==> config.mk <==
export PLATFORM = sky130hd
export DESIGN_NAME = simple_instr_fetch
export DESIGN_NICKNAME = d
export VERILOG_FILES = /design/src/rtl/simple_instr_fetch.sv
export SDC_FILE = /design/constraint.sdc
export NUM_CORES = 1
export LEC_CHECK = 0
export CORE_ASPECT_RATIO = 0.7
export CORE_UTILIZATION = 48
export DETAILED_ROUTE_END_ITERATION = 8
export PLACE_DENSITY = 0.8
export SLEW_MARGIN = 20
export SYNTH_ARGS = -nofsm -noshare
export SYNTH_HDL_FRONTEND = slang
export SYNTH_SLANG_ARGS = --single-unit
export TNS_END_PERCENT = 5
==> constraint.sdc <==
create_clock -name clk_i -period 4.6 [get_ports clk_i]
set_input_delay 0.92 -clock clk_i [delete_from_list [all_inputs] [get_ports clk_i]]
set_output_delay 0.92 -clock clk_i [all_outputs]
set_load 0.005 [all_outputs]
==> src/rtl/simple_instr_fetch.sv <==
// Single-issue instruction fetch: issues word-sized imem requests, buffers in-order
// responses in a small queue, and presents them to decode with static not-taken prediction.
module simple_instr_fetch #(
    parameter int                     VADDR_WIDTH      = 32,
    parameter int                     MAX_ILEN         = 32,
    parameter int                     XCPT_CAUSE_WIDTH = 32,
    parameter int                     FQ_DEPTH         = 4,
    parameter logic [VADDR_WIDTH-1:0] BOOT_ADDR        = 32'h0000_1000
) (
    input  logic                        clk_i,
    input  logic                        rst_i,
    output logic                        imem_req_valid_o,
    input  logic                        imem_req_ready_i,
    output logic [VADDR_WIDTH-1:0]      imem_req_addr_o,
    input  logic                        imem_rsp_valid_i,
    input  logic [MAX_ILEN-1:0]         imem_rsp_data_i,
    input  logic                        imem_rsp_error_i,
    input  logic                        redirect_valid_i,
    input  logic [VADDR_WIDTH-1:0]      redirect_pc_i,
    output logic                        instr_valid_o,
    input  logic                        instr_ready_i,
    output logic [VADDR_WIDTH-1:0]      instr_pc_o,
    output logic [MAX_ILEN-1:0]         instr_content_o,
    output logic                        bp_is_branch_o,
    output logic                        bp_decision_o,
    output logic [VADDR_WIDTH-1:0]      bp_pred_addr_o,
    output logic                        xcpt_valid_o,
    output logic [VADDR_WIDTH-1:0]      xcpt_origin_o,
    output logic [XCPT_CAUSE_WIDTH-1:0] xcpt_cause_o
);

    localparam int PTR_W = $clog2(FQ_DEPTH);
    localparam int CNT_W = PTR_W + 1;
    localparam logic [CNT_W-1:0] DEPTH = CNT_W'(FQ_DEPTH);

    typedef enum logic {RUN, HALT} state_e;

    // cause: 1 = access fault, 0 = misaligned redirect (only meaningful with error set)
    typedef struct packed {
        logic [VADDR_WIDTH-1:0] pc;
        logic [MAX_ILEN-1:0]    data;
        logic                   error;
        logic                   cause;
    } entry_t;

    state_e                 state_q, state_d;
    logic [VADDR_WIDTH-1:0] fetch_pc;
    logic [CNT_W-1:0]       outstanding;
    logic [CNT_W-1:0]       discard;
    logic [CNT_W-1:0]       fq_count;
    logic [PTR_W-1:0]       rd_ptr, wr_ptr;
    entry_t                 fq_mem [FQ_DEPTH];

    logic                   redirect_aligned;
    logic                   req_fire;
    logic                   rsp_push;
    logic                   pop;
    logic [CNT_W:0]         in_flight;
    logic [VADDR_WIDTH-1:0] rsp_pc;
    entry_t                 head;
    logic                   head_present;
    logic                   wr_en;
    logic [PTR_W-1:0]       wr_idx;
    entry_t                 wr_entry;

    assign redirect_aligned = (redirect_pc_i[1:0] == 2'b00);
    assign in_flight        = {1'b0, fq_count} + {1'b0, outstanding};
    assign req_fire         = imem_req_valid_o & imem_req_ready_i;
    assign rsp_push         = imem_rsp_valid_i & ~redirect_valid_i & (discard == '0);
    assign pop              = instr_valid_o & instr_ready_i;

    // Requests are consecutive words, so the oldest live one sits this far behind fetch_pc.
    assign rsp_pc = fetch_pc - VADDR_WIDTH'({outstanding, 2'b00});

    assign imem_req_valid_o = ~rst_i & (state_q == RUN) & ~redirect_valid_i
                              & (in_flight < {1'b0, DEPTH});
    assign imem_req_addr_o  = fetch_pc;

    // NOTE: every signal assigned in always_comb gets a default first, so no latch can form.
    always_comb begin
        state_d = state_q;
        if (redirect_valid_i) begin
            state_d = redirect_aligned ? RUN : HALT;
        end else if (rsp_push && imem_rsp_error_i) begin
            state_d = HALT;
        end
    end

    always_comb begin
        wr_en    = rsp_push;
        wr_idx   = wr_ptr;
        wr_entry = '{pc: rsp_pc, data: imem_rsp_data_i,
                     error: imem_rsp_error_i, cause: imem_rsp_error_i};
        if (redirect_valid_i) begin
            wr_en    = ~redirect_aligned;
            wr_idx   = '0;
            wr_entry = '{pc: redirect_pc_i, data: '0, error: 1'b1, cause: 1'b0};
        end
    end

    // NOTE: state registers use non-blocking assignments so every flop samples pre-edge values.
    always_ff @(posedge clk_i or posedge rst_i) begin
        if (rst_i) begin
            state_q     <= RUN;
            fetch_pc    <= BOOT_ADDR;
            outstanding <= '0;
            discard     <= '0;
            fq_count    <= '0;
            rd_ptr      <= '0;
            wr_ptr      <= '0;
        end else begin
            state_q     <= state_d;
            outstanding <= outstanding + CNT_W'(req_fire) - CNT_W'(imem_rsp_valid_i);
            if (redirect_valid_i) begin
                if (redirect_aligned) begin
                    fetch_pc <= redirect_pc_i;
                end
                discard  <= outstanding - CNT_W'(imem_rsp_valid_i);
                fq_count <= redirect_aligned ? '0 : CNT_W'(1);
                rd_ptr   <= '0;
                wr_ptr   <= redirect_aligned ? '0 : PTR_W'(1);
            end else begin
                if (req_fire) begin
                    fetch_pc <= fetch_pc + VADDR_WIDTH'(4);
                end
                if (imem_rsp_valid_i && discard != '0) begin
                    discard <= discard - CNT_W'(1);
                end
                fq_count <= fq_count + CNT_W'(rsp_push) - CNT_W'(pop);
                if (rsp_push) begin
                    wr_ptr <= wr_ptr + PTR_W'(1);
                end
                if (pop) begin
                    rd_ptr <= rd_ptr + PTR_W'(1);
                end
            end
        end
    end

    // NOTE: queue storage has no reset; fq_count qualifies every read, so stale entries are never seen.
    always_ff @(posedge clk_i) begin
        if (wr_en) begin
            fq_mem[wr_idx] <= wr_entry;
        end
    end

    assign head         = fq_mem[rd_ptr];
    assign head_present = (fq_count != '0);

    assign instr_valid_o   = head_present & ~redirect_valid_i;
    assign instr_pc_o      = head_present ? head.pc : '0;
    assign instr_content_o = (head_present && !head.error) ? head.data : '0;

    assign bp_is_branch_o = (instr_content_o[6:0] == 7'b1100011) ||
                            (instr_content_o[6:0] == 7'b1101111) ||
                            (instr_content_o[6:0] == 7'b1100111);
    assign bp_decision_o  = 1'b0;
    assign bp_pred_addr_o = instr_pc_o + VADDR_WIDTH'(4);

    assign xcpt_valid_o  = instr_valid_o & head.error;
    assign xcpt_origin_o = instr_pc_o;
    assign xcpt_cause_o  = head_present ? XCPT_CAUSE_WIDTH'(head.cause) : '0;

endmodule

=== Word-level counts from Yosys, hierarchy flattened ===
Memories as Yosys holds them, arrays and structs flattened.
Cells that the tools add are included.

* Register bits: 46
* Bits in latches: 0
* Bits in writable memories: 264
* Memory bits (read-only): 0
* Input port bits: 71
* Output and inout bits: 197
* Word-level logic and storage cells: 77
* Memories: 1

* Add/subtract/negate cells: 12
* Multiply operators: 0
* Div/mod/pow operators: 0
* Magnitude comparators: 1
* Equality and inequality tests: 4
* Shift-type cells: 0
* Multiplexer cells: 23
* Bitwise gates (word level): 13
* Reduce and logical (&&, ||, !) cells: 16

{| class="wikitable"
|+ Memory list
! memory !! depth !! width !! rd ports !! clocked after Yosys merged registers in !! write ports !! RTL line !! source
|-
| fq_mem || 4 || 66 || 1 || 0 || 1 || 52 || <nowiki>entry_t fq_mem [FQ_DEPTH];</nowiki>
|}

{| class="wikitable"
|+ Operator list
! cell !! count
|-
| two-way mux 32 bit || 5
|-
| two-way mux 66 bit || 1
|-
| adder 32 x 3 -> 32 bit, second input constant || 2
|-
| subtractor 32 x 5 -> 32 bit || 1
|-
| == test 7 bit, second input constant || 3
|-
| two-way mux 2 bit || 5
|-
| nonzero test 2 bit || 5
|-
| bitwise AND 1 bit || 9
|-
| two-way mux 1 bit || 9
|-
| two-way mux 3 bit || 3
|-
| subtractor 3 x 1 -> 3 bit || 3
|-
| adder 3 x 1 -> 3 bit || 2
|-
| nonzero test 3 bit || 2
|-
| adder 2 x 1 -> 2 bit, second input constant || 2
|-
| adder 3 x 3 -> 4 bit || 1
|-
| less-than comparator 4 x 3 -> 1 bit, second input constant || 1
|-
| inverter 1 bit || 4
|-
| logical AND 1 bit || 3
|-
| logical NOT 3 bit || 1
|-
| subtractor 3 x 1 -> 3 bit, second input constant || 1
|-
| logical NOT 2 bit || 1
|-
| logical OR 1 bit || 2
|-
| inequality test 2 x 1 -> 1 bit, second input constant || 1
|-
| AND reduction 2 bit || 1
|-
| logical NOT 1 bit || 1
|}

=== Longest topological paths before layout ===
Gate-level depths: netlist of the first run.

* Depth after elaboration: 7
* Mapped depth: 14
* Depth with buffers taken out: 14

=== Worst setup path after synthesis of the first run ===
No wires, ideal clock.

* Kind: input to register
* Start point: input redirect_valid_i
* End point: memory fq_mem[0][0] (netlist bit), enable pin
* Library setup time: 0.581 ns
* Arrival: 6.387 ns
* Required time: 4.019 ns
* Path slack: -2.369 ns
* Cell stages on the path: 5
* Buffers on the path: 3
* Path through: clkbuf_1 clkinv_1 clkbuf_1 clkbuf_1 o21ai_0

* Longest elaborated chain between the ends: 6
* Elaborated cells between the ends (all ways): 7
* Those cells by class: mux: 4; bitwise: 3

{| class="wikitable"
|+ Ends and longest elaborated chain
! element !! RTL line !! source
|-
| from (decl) || 18 || <nowiki>input logic redirect_valid_i,</nowiki>
|-
| inverter 1 bit || 69 || <nowiki>assign rsp_push = imem_rsp_valid_i & ~redirect_valid_i & (discard == '0);</nowiki>
|-
| bitwise AND 1 bit (2 in series) || 69 ||
|-
| two-way mux 1 bit || 94 || <nowiki>if (redirect_valid_i) begin</nowiki>
|-
| two-way mux 1 bit || 142 || <nowiki>if (wr_en) begin</nowiki>
|-
| two-way mux 1 bit (implied by the code) || 143 || <nowiki>fq_mem[wr_idx] <= wr_entry;</nowiki>
|-
| to (decl) || 52 ||
|}

Several ways; a longest one is shown, not always the timed one.

=== Final worst setup path of the first run ===
* Start point: register rd_ptr[0]
* End point: output bp_pred_addr_o[30]

* Longest elaborated chain between the ends: 3

{| class="wikitable"
|+ Ends and longest elaborated chain
! element !! RTL line !! source
|-
| from (decl) || 51 || <nowiki>logic [PTR_W-1:0] rd_ptr, wr_ptr;</nowiki>
|-
| from (signal assigned) || 134 || <nowiki>rd_ptr <= rd_ptr + PTR_W'(1);</nowiki>
|-
| memory (4 x 66 bit) || -- ||
|-
| two-way mux 32 bit || 151 || <nowiki>assign instr_pc_o = head_present ? head.pc : '0;</nowiki>
|-
| adder 32 x 3 -> 32 bit || 158 || <nowiki>assign bp_pred_addr_o = instr_pc_o + VADDR_WIDTH'(4);</nowiki>
|-
| to (decl) || 26 || <nowiki>output logic [VADDR_WIDTH-1:0] bp_pred_addr_o,</nowiki>
|}

No other way between the ends.

==> metrics.txt, run 1 <==
status=finished clean; Detail Placement HPWL=25900 um; cell area after synthesis=15400 um2; vias in the first global route=9734; clk root buf=clkbuf_16; FMAX=227 MHz; WL per Instance=21.1 um; sequential share of power=0.391; H-tree depth=1; worst hold start=imem_req_addr_o[0]$_DFFE_PP0P_; hold depth=1; global-route wire length before repair=56800 um; Yosys cell types=75; most instantiated cells after synthesis=edfxtp_1, nand2_1, buf_4, nor2b_1, mux4_2; CP endpoint kind=output port; num ports=268; chip height=152 um; Pint=6.61 mW; initial antenna violation count=2; count of mapped cells out of synthesis=1121; via count=9876; max cap viols=0; worst skew pair latency=0.55 ns; P per Cell Area=498 nW/um2; Pwr Total=9.40 mW; Worst Path Class, Setup=reg -> out; Pleak=6.51 nW; switching part of the total=0.297; Placer Congestion=0.936; #FFs+latches synth=310; final worst-path cycle share=0.956; WHS Endpoint=imem_req_addr_o[0]$_DFFE_PP0P_; layout cells sized above 1=0.138; area of the die=32800 um2; Finish-stage setup viols=0; Clk pwr share=0.260; Hold Vio Cnt, Final=0; Tot GR Track Use=0.224; Layout area overhead=22.4%; asr flop ratio synth=0.148; clk slew on worst S/H paths=0.06 ns; crit path launch=rd_ptr[0]$_DFFE_PP0P_; Max VDD drop=0.379 mV; fin. max-slew vios=0; worst relative slew slack=0.298; DR DRC count=0; nets@finish=1400; share of the synthesized area in the top cell type=0.514; Synth Warn #=0; Synth area leaders=edfxtp_1, mux4_2, dfrtp_1; Switching Power=2.79 mW; ys flop type=edfxtp_1; Worst R2R Setup Slack=1.33 ns; starting density of the core=0.492; reg2reg start=imem_req_addr_o[13]$_DFFE_PP0P_; Die Width=216 um; Worst Reg-to-Reg Cells=6; largest net degree at the start of global routing=67; # clock sinks=310; antenna-violating nets left=0; CTS tree=done; R2R Path End=fq_mem[1][65]$_DFFE_PP_; I/O Buffers=235; Comb pwr share=0.348; largest area contributor in the netlist=edfxtp_1; arrival time worst endpoint=3.48 ns; RSZ-0062 raised after global routing=false; most frequent cell after synthesis=edfxtp_1; total CTS buffers=31; class of the worst hold path=reg -> reg; grt total ovfl=0; Worst Skew=0.00807 ns; critical path fanouts, max=7; Period minus WS final=4.40 ns; Routed Wire Length=37000 um; Rows=54; Setup crit start kind=flop; Core ar.=31400 um2; drt first-iter violations=918; worst hold slack=0.550 ns; Mean Syn Cell Area=13.8 um2; Critical Path RT=3.68 ns; Pre-antenna DRT Iters=5; sequential-to-total area share from yosys stat=0.589; Vias/cell=5.62; CTS Buffer Depth=3; EDFF count, synth=264; Slew @ Worst Pin=1.05 ns
worst max-delay path: stages, from the launching register on:
cell	delay (ns)
dfrtp_4	0.55
mux4_2	0.38
and2_1	0.19
ha_1	0.20
and2_1	0.15
nand3_1	0.16
and4b_2	0.45
nand4_1	0.15
xnor2_1	0.18
clkdlybuf4s50_1	0.52
power groups by stage:
stage / registers [mW] / clock network, mW / logic (mW)
after floorplan: 3.58 / 0 / 1.96
after global placement: 3.72 / 0 / 3.20
after detailed placement: 3.74 / 0 / 3.26
after CTS: 3.67 / 2.49 / 3.30
after global routing: 3.71 / 2.59 / 3.55
final: 3.68 / 2.45 / 3.28
cell families after synthesis:
kind of cell / Yosys count / synth area share
xor+xnor: 66 / 0.0375
mux: 94 / 0.121
buf+inv: 166 / 0.0619
fa+ha+maj: 18 / 0.0161
simple gates: 347 / 0.128
other cells: 1 / 0.000243
flops: 310 / 0.589
compound gates: 119 / 0.0462
metal layers:
metal / share of wire / GRT usage / vias to the layer above
li1: - / - / 4459
met5: 0.00035 / 0 / -
met3: 0.088 / 0.0505 / 72
met2: 0.45 / 0.347 / 424
met4: 0.022 / 0.0526 / 2
met1: 0.44 / 0.323 / 4919
state kept, by name, summed over array words and instances (netlist names):
signal and flops:
imem_req_addr_o 32, outstanding 3, rd_ptr 2, fq_count 3, state_q 1, fq_mem 264
wr_ptr 2, discard 3
what timing repair did:
item                       4_1_cts  5_1_grt
buffers inserted                 2        0
hold buffers                     0        0
gates cloned                     0        0
setup endpoints to repair        4       11
gates resized for setup          1        3
cell usage in the layout (no fill, tap or decap), types with 4 or more instances in the layout:
master           instances
a21oi_1                 39
a31oi_1                  9
and2_1                  28
and3_1                  12
and4_1                   4
buf_12                   4
buf_4                   16
clkbuf_1                 8
clkbuf_16               31
clkdlybuf4s50_1        234
clkinv_1                 5
clkinv_2                 6
conb_1                  32
dfrtp_1                 43
edfxtp_1               264
ha_1                    15
inv_1                   33
mux2_2                  22
mux4_1                   6
mux4_2                  64
nand2_1                 74
nand2b_1                 7
nand3_1                 25
nand4_1                  9
nor2_1                  50
nor2b_1                 67
nor3_1                  21
nor3_2                   5
nor4_1                   5
o21ai_0                 32
o22ai_1                  9
o31ai_1                  4
or3_1                    4
or4_1                    4
xnor2_1                 37
xor2_1                  29
metrics by stage:
stage | setup slack [ns] | utilization | setup TNS, ns | instance area, um2 | std cells
2_1_floorplan | -0.175 | - | -22.99 | 15500 | 1152
3_3_place_gp | 0.649 | 0.568 | 0 | 17800 | 1695
3_5_place_dp | 0.557 | 0.568 | 0 | 17800 | 1695
4_1_cts | 0.0947 | 0.601 | 0 | 18800 | 1755
5_1_grt | 0.0182 | 0.602 | 0 | 18900 | 1756
6_report | 0.203 | 0.602 | 0 | 18900 | 1758
final cells by class:
| class | instances | area (um2) |
|---|---|---|
| Antenna cell | 2 | 5.00 |
| Clock buffer | 40 | 820 |
| Clock inverter | 18 | 176 |
| Fill cell | 2380 | 12500 |
| Inverter | 35 | 131 |
| Multi-Input combinational cell | 676 | 5540 |
| Sequential cell | 310 | 9090 |
| Tap cell | 420 | 526 |
| Timing Repair Buffer | 257 | 2590 |
how the worst max path moves through the flow:
stage | to | cells past startpoint
global route | bp_pred_addr_o[30] | 9
finish | bp_pred_addr_o[30] | 9
CTS | bp_pred_addr_o[30] | 8
detailed placement | bp_pred_addr_o[30] | 9
floorplan | fq_mem[2][0]$_DFFE_PP_ | 5
global placement | bp_pred_addr_o[28] | 9
Power figures use the tool's default switching activity.
==> inputs of run 2 (changes only) <==
Settings changed: TNS_END_PERCENT 5 to not set.
==> metrics.txt, run 2 (synthesis gave the netlist of run 1 again) <==
RSZ-0062 raised after global routing=false; vias in the first global route=9884; Switching Power=2.81 mW; Layout area overhead=22.8%; Core ar.=31400 um2; Final TNS setup=0 ns; Critical Path RT=3.68 ns; via count=9899; Finish-stage setup viols=0; CTS tree=done; # clock sinks=310; Detail Placement HPWL=25800 um; sequential share of power=0.388; Die Width=216 um; CTS Buffer Depth=3; Worst Path Class, Setup=reg -> out; Period minus WS final=4.41 ns; WL per Instance=21.1 um; metal3 WL=3870 um; Largest register FFs=264; layout cells sized above 1=0.141; critical path fanouts, max=27; num ports=268; Placer Congestion=0.889; Rows=54; Routed Wire Length=37200 um; area of the die=32800 um2; final worst-path cycle share=0.959; routed wl met2=16800 um; largest stage delay on the critical path=0.52 ns; FMAX=227 MHz; Final Util=0.604; H-tree depth=1; grt total ovfl=0; clk root buf=clkbuf_16; status=finished clean; Reg with most FFs=fq_mem; CTS Hold Bufs=0; class of the worst hold path=reg -> reg; CP endpoint kind=output port; global-route wire length before repair=57100 um; Tot GR Track Use=0.224; P per Cell Area=501 nW/um2; switching part of the total=0.296; starting density of the core=0.492; nets@finish=1408; chip height=152 um; Layout fillers=2432; Clk pwr share=0.264; Pre-antenna DRT Iters=5; drt first-iter violations=908; Comb pwr share=0.348; total CTS buffers=30; crit-path cells=or3_1 > buf_4 > buf_6 > nand2_1 > nor3_4 > nand4_4 > nor4_4 > xor2_1 > clkdlybuf4s50_1; clk slew on worst S/H paths=0.07 ns; Hold Vio Cnt, Final=0; I/O Buffers=235; worst relative slew slack=0.439; Pleak=6.55 nW; initial antenna violation count=2; antenna-violating nets left=0; Vias/cell=5.61; worst skew pair latency=0.55 ns; commonest non-fill, non-tap cell in the layout=edfxtp_1; Max VDD drop=0.313 mV; most frequent cells in the layout=edfxtp_1, clkdlybuf4s50_1, nand2_1; Pint=6.67 mW; top layer in use=met4; CP max stage cell=clkdlybuf4s50_1; max cap viols=0; Post-Route M1 WL=15800 um; Worst Skew=0.00948 ns; arrival time worst endpoint=3.49 ns; DR DRC count=0; Slew @ Worst Pin=0.833 ns; largest net degree at the start of global routing=59; fin. max-slew vios=0; Setup crit start kind=flop
[run 2: changes by cell type in the layout (fill, tap and decap cells not counted), moves of 2 or more]
cell / previous run / this run
clkinv_1: 5 / 8
buf_12: 4 / 2
bufinv_16: 3 / 5
clkbuf_1: 8 / 6
buf_4: 16 / 26
clkinv_2: 6 / 3
[run 2: metrics by stage]
| stage | cell area (um2) | std cells | hold WS, ns | power (mW) | setup WS (ns) |
|---|---|---|---|---|---|
| after global routing | 18900 | 1763 | 0.562 | 9.93 | 0.00631 |
| after global placement | 17800 | 1699 | 0.507 | 6.92 | 0.542 |
| after floorplan | 15500 | 1152 | 0.486 | 5.54 | 0.673 |
| after detailed placement | 17800 | 1699 | 0.512 | 7.00 | 0.524 |
| after CTS | 18800 | 1755 | 0.527 | 9.50 | 0.00125 |
| final | 18900 | 1764 | 0.527 | 9.48 | 0.190 |
[run 2: per-layer routing]
layer,track usage,vias up
met1,0.323,4936
li1,-,4467
met4,0.0550,0
met5,0,-
met3,0.0587,60
met2,0.340,436
[run 2: final timing paths]
check / startpoint / endpoint / slack (ns) / depth (start not counted)
worst max register to register: imem_req_addr_o[13]$_DFFE_PP0P_ / fq_mem[1][65]$_DFFE_PP_ / 1.51 / 6
worst min register to register: state_q$_DFFE_PP0P_ / state_q$_DFFE_PP0P_ / 0.53 / 2
worst max-delay path: fq_count[1]$_DFF_PP0_ / bp_pred_addr_o[31] / 0.19 / 9
min in group asynchronous: rst_i / imem_req_addr_o[2]$_DFFE_PP0P_ / 0.92 / 3
max in group asynchronous: rst_i / rd_ptr[1]$_DFFE_PP0P_ / 3.17 / 3
worst min-delay path: state_q$_DFFE_PP0P_ / state_q$_DFFE_PP0P_ / 0.53 / 2
[run 2: area by class of cell]
class,instances,area [um2],area share
Clock inverter,20,236,0.0125
Sequential cell,310,9090,0.480
Antenna cell,1,2.50,0.000132
Clock buffer,36,773,0.0408
Inverter,35,131,0.00694
Timing Repair Buffer,266,2640,0.139
Multi-Input combinational cell,676,5530,0.292
Tap cell,420,526,0.0278
[run 2: what timing repair did]
item / in CTS / in global routing
pin swaps: 1 / 1
resized for setup: 2 / 2
setup buffers: 0 / 7
setup endpoints to repair: 7 / 15
[run 2: worst max-delay path: cells and delay by family (launching register included)]
family                    cells  cell delay (ns)
and+or+nand+nor               5             1.25
buffers and inverters         3             1.03
DFF                           1             0.46
xor gates and xnor gates      1             0.18
[run 2: power groups by stage]
stage | clock network, mW | registers (mW) | logic (mW)
5_1_grt | 2.65 | 3.71 | 3.58
6_report | 2.51 | 3.68 | 3.30
2_1_floorplan | 0 | 3.58 | 1.96
4_1_cts | 2.54 | 3.69 | 3.27
3_3_place_gp | 0 | 3.73 | 3.19
3_5_place_dp | 0 | 3.75 | 3.25
==> inputs of run 3 (changes only) <==
Settings changed: ABC_AREA set to 0, CORE_UTILIZATION 48 to 52, PLACE_DENSITY 0.8 to 0.83, SLEW_MARGIN 20 to 30.
Clock period 4.6 ns to 5.2 ns, I/O delays scaled along.
==> metrics.txt, run 3 (synthesis gave the netlist of run 1 again) <==
num ports=268; R2R Path End=fq_mem[0][61]$_DFFE_PP_; Worst R2R Setup Slack=2.09 ns; fin. max-slew vios=0; total CTS buffers=30; FMAX=204 MHz; grt total ovfl=0; Pleak=6.48 nW; drt first-iter violations=923; Final Util=0.646; post-CTS setup buffer count=0; status=finished clean; Die Width=208 um; worst relative slew slack=0.416; Hold Vio Cnt, Final=0; switching part of the total=0.299; Routed Wire Length=37700 um; Max VDD drop=0.263 mV; Rows=52; arrival time worst endpoint=3.85 ns; CTS resizes=0; starting density of the core=0.531; initial antenna violation count=2; Detail Placement HPWL=25700 um; Tot GR Track Use=0.249; antenna-violating nets left=0; CTS Buffer Depth=3; Slew @ Worst Pin=0.867 ns; nets@finish=1396; Clk pwr share=0.266; WHS Endpoint=imem_req_addr_o[0]$_DFFE_PP0P_; Layout fillers=2084; Pint=5.86 mW; Setup crit start kind=flop; Worst Skew=0.0217 ns; P per Cell Area=446 nW/um2; chip height=146 um; Final TNS setup=0 ns; I/O Buffers=235; clk slew on worst S/H paths=0.06 ns; worst skew pair latency=0.56 ns; Placer Congestion=0.886; RSZ-0062 raised after global routing=false; area of the die=30300 um2; hold depth=1; Layout area overhead=21.6%; global-route wire length before repair=58100 um; largest net degree at the start of global routing=68; vias in the first global route=9782; Worst Path Class, Setup=reg -> out; CTS Hold Bufs=0; final worst-path cycle share=0.941; Largest register FFs=264; Critical Path RT=4.16 ns; class of the worst hold path=reg -> reg; Switching Power=2.51 mW; Pre-antenna DRT Iters=5; Vias/cell=5.82; Comb pwr share=0.342; sequential share of power=0.392; Core ar.=29000 um2; Worst Reg-to-Reg Cells=6; CTS tree=done; critical path fanouts, max=31; WL per Instance=22.1 um; Period minus WS final=4.89 ns; clk root buf=clkbuf_16; Reg with most FFs=fq_mem; commonest non-fill, non-tap cell in the layout=edfxtp_1; worst hold start=imem_req_addr_o[0]$_DFFE_PP0P_; H-tree depth=1; via count=9948; Finish-stage setup viols=0; reg2reg start=imem_req_addr_o[11]$_DFFE_PP0P_; CP endpoint kind=output port; most frequent cells in the layout=edfxtp_1, clkdlybuf4s50_1, nand2_1; layout cells sized above 1=0.135; max cap viols=0; DR DRC count=0; # clock sinks=310
run 3: cell types whose count changed in the layout (fill, tap and decap cells not counted), sizes merged:
cell | before | now
buf | 32 | 20
clkbuf | 36 | 33
diode | 1 | 2
clkinvlp | 3 | 4
run 3: layout make-up:
cell class,count,area (um2),area share
Sequential cell,310,9090,0.485
Antenna cell,2,5.00,0.000267
Multi-Input combinational cell,676,5530,0.295
Timing Repair Buffer,254,2520,0.134
Inverter,35,131,0.00701
Clock buffer,33,762,0.0406
Tap cell,378,473,0.0252
Clock inverter,21,245,0.0131
run 3: critical path: stages, from the launching register on:
cell and delay, ns:
dfrtp_4 0.80, mux4_2 0.60, and2_1 0.21, ha_1 0.23
and2_1 0.16, nand3_1 0.16, and4b_1 0.32, nand4_1 0.16
xnor2_1 0.13, clkdlybuf4s50_1 0.52
run 3: metrics by stage:
step | area (um2) | total power [mW] | setup WS, ns | hold slack (ns) | cells
floorplan | 15500 | 4.90 | 0.305 | 0.486 | 1152
global placement | 17700 | 6.11 | 0.915 | 0.499 | 1652
detailed placement | 17700 | 6.18 | 0.850 | 0.503 | 1653
CTS | 18700 | 8.41 | 0.230 | 0.522 | 1707
global route | 18700 | 8.76 | 0.0379 | 0.546 | 1707
finish | 18700 | 8.37 | 0.306 | 0.521 | 1709
run 3: routing by layer:
metal  up-vias  wire, um  GRT usage
met5         -         0          0
met1      4983     16000      0.357
met4         0       694     0.0496
met2       470     17600      0.394
met3        51      3450     0.0559
li1       4444         -          -
run 3: worst max path at each step:
stage | start | end | slack [ns] | cells past startpoint
2_1_floorplan | redirect_valid_i | fq_mem[2][0]$_DFFE_PP_ | 0.31 | 5
3_3_place_gp | rd_ptr[0]$_DFFE_PP0P_ | bp_pred_addr_o[30] | 0.91 | 7
3_5_place_dp | rd_ptr[0]$_DFFE_PP0P_ | bp_pred_addr_o[28] | 0.85 | 9
4_1_cts | rd_ptr[0]$_DFFE_PP0P_ | bp_pred_addr_o[28] | 0.23 | 9
5_1_grt | rd_ptr[0]$_DFFE_PP0P_ | bp_pred_addr_o[30] | 0.04 | 9
6_report | rd_ptr[0]$_DFFE_PP0P_ | bp_pred_addr_o[30] | 0.31 | 9
run 3: power groups by stage:
stage	Combinational [mW]	Clock [mW]	Sequential, mW
4_1_cts	2.88	2.25	3.28
6_report	2.87	2.22	3.28
3_5_place_dp	2.86	0	3.32
3_3_place_gp	2.80	0	3.31
5_1_grt	3.10	2.34	3.32
2_1_floorplan	1.73	0	3.17
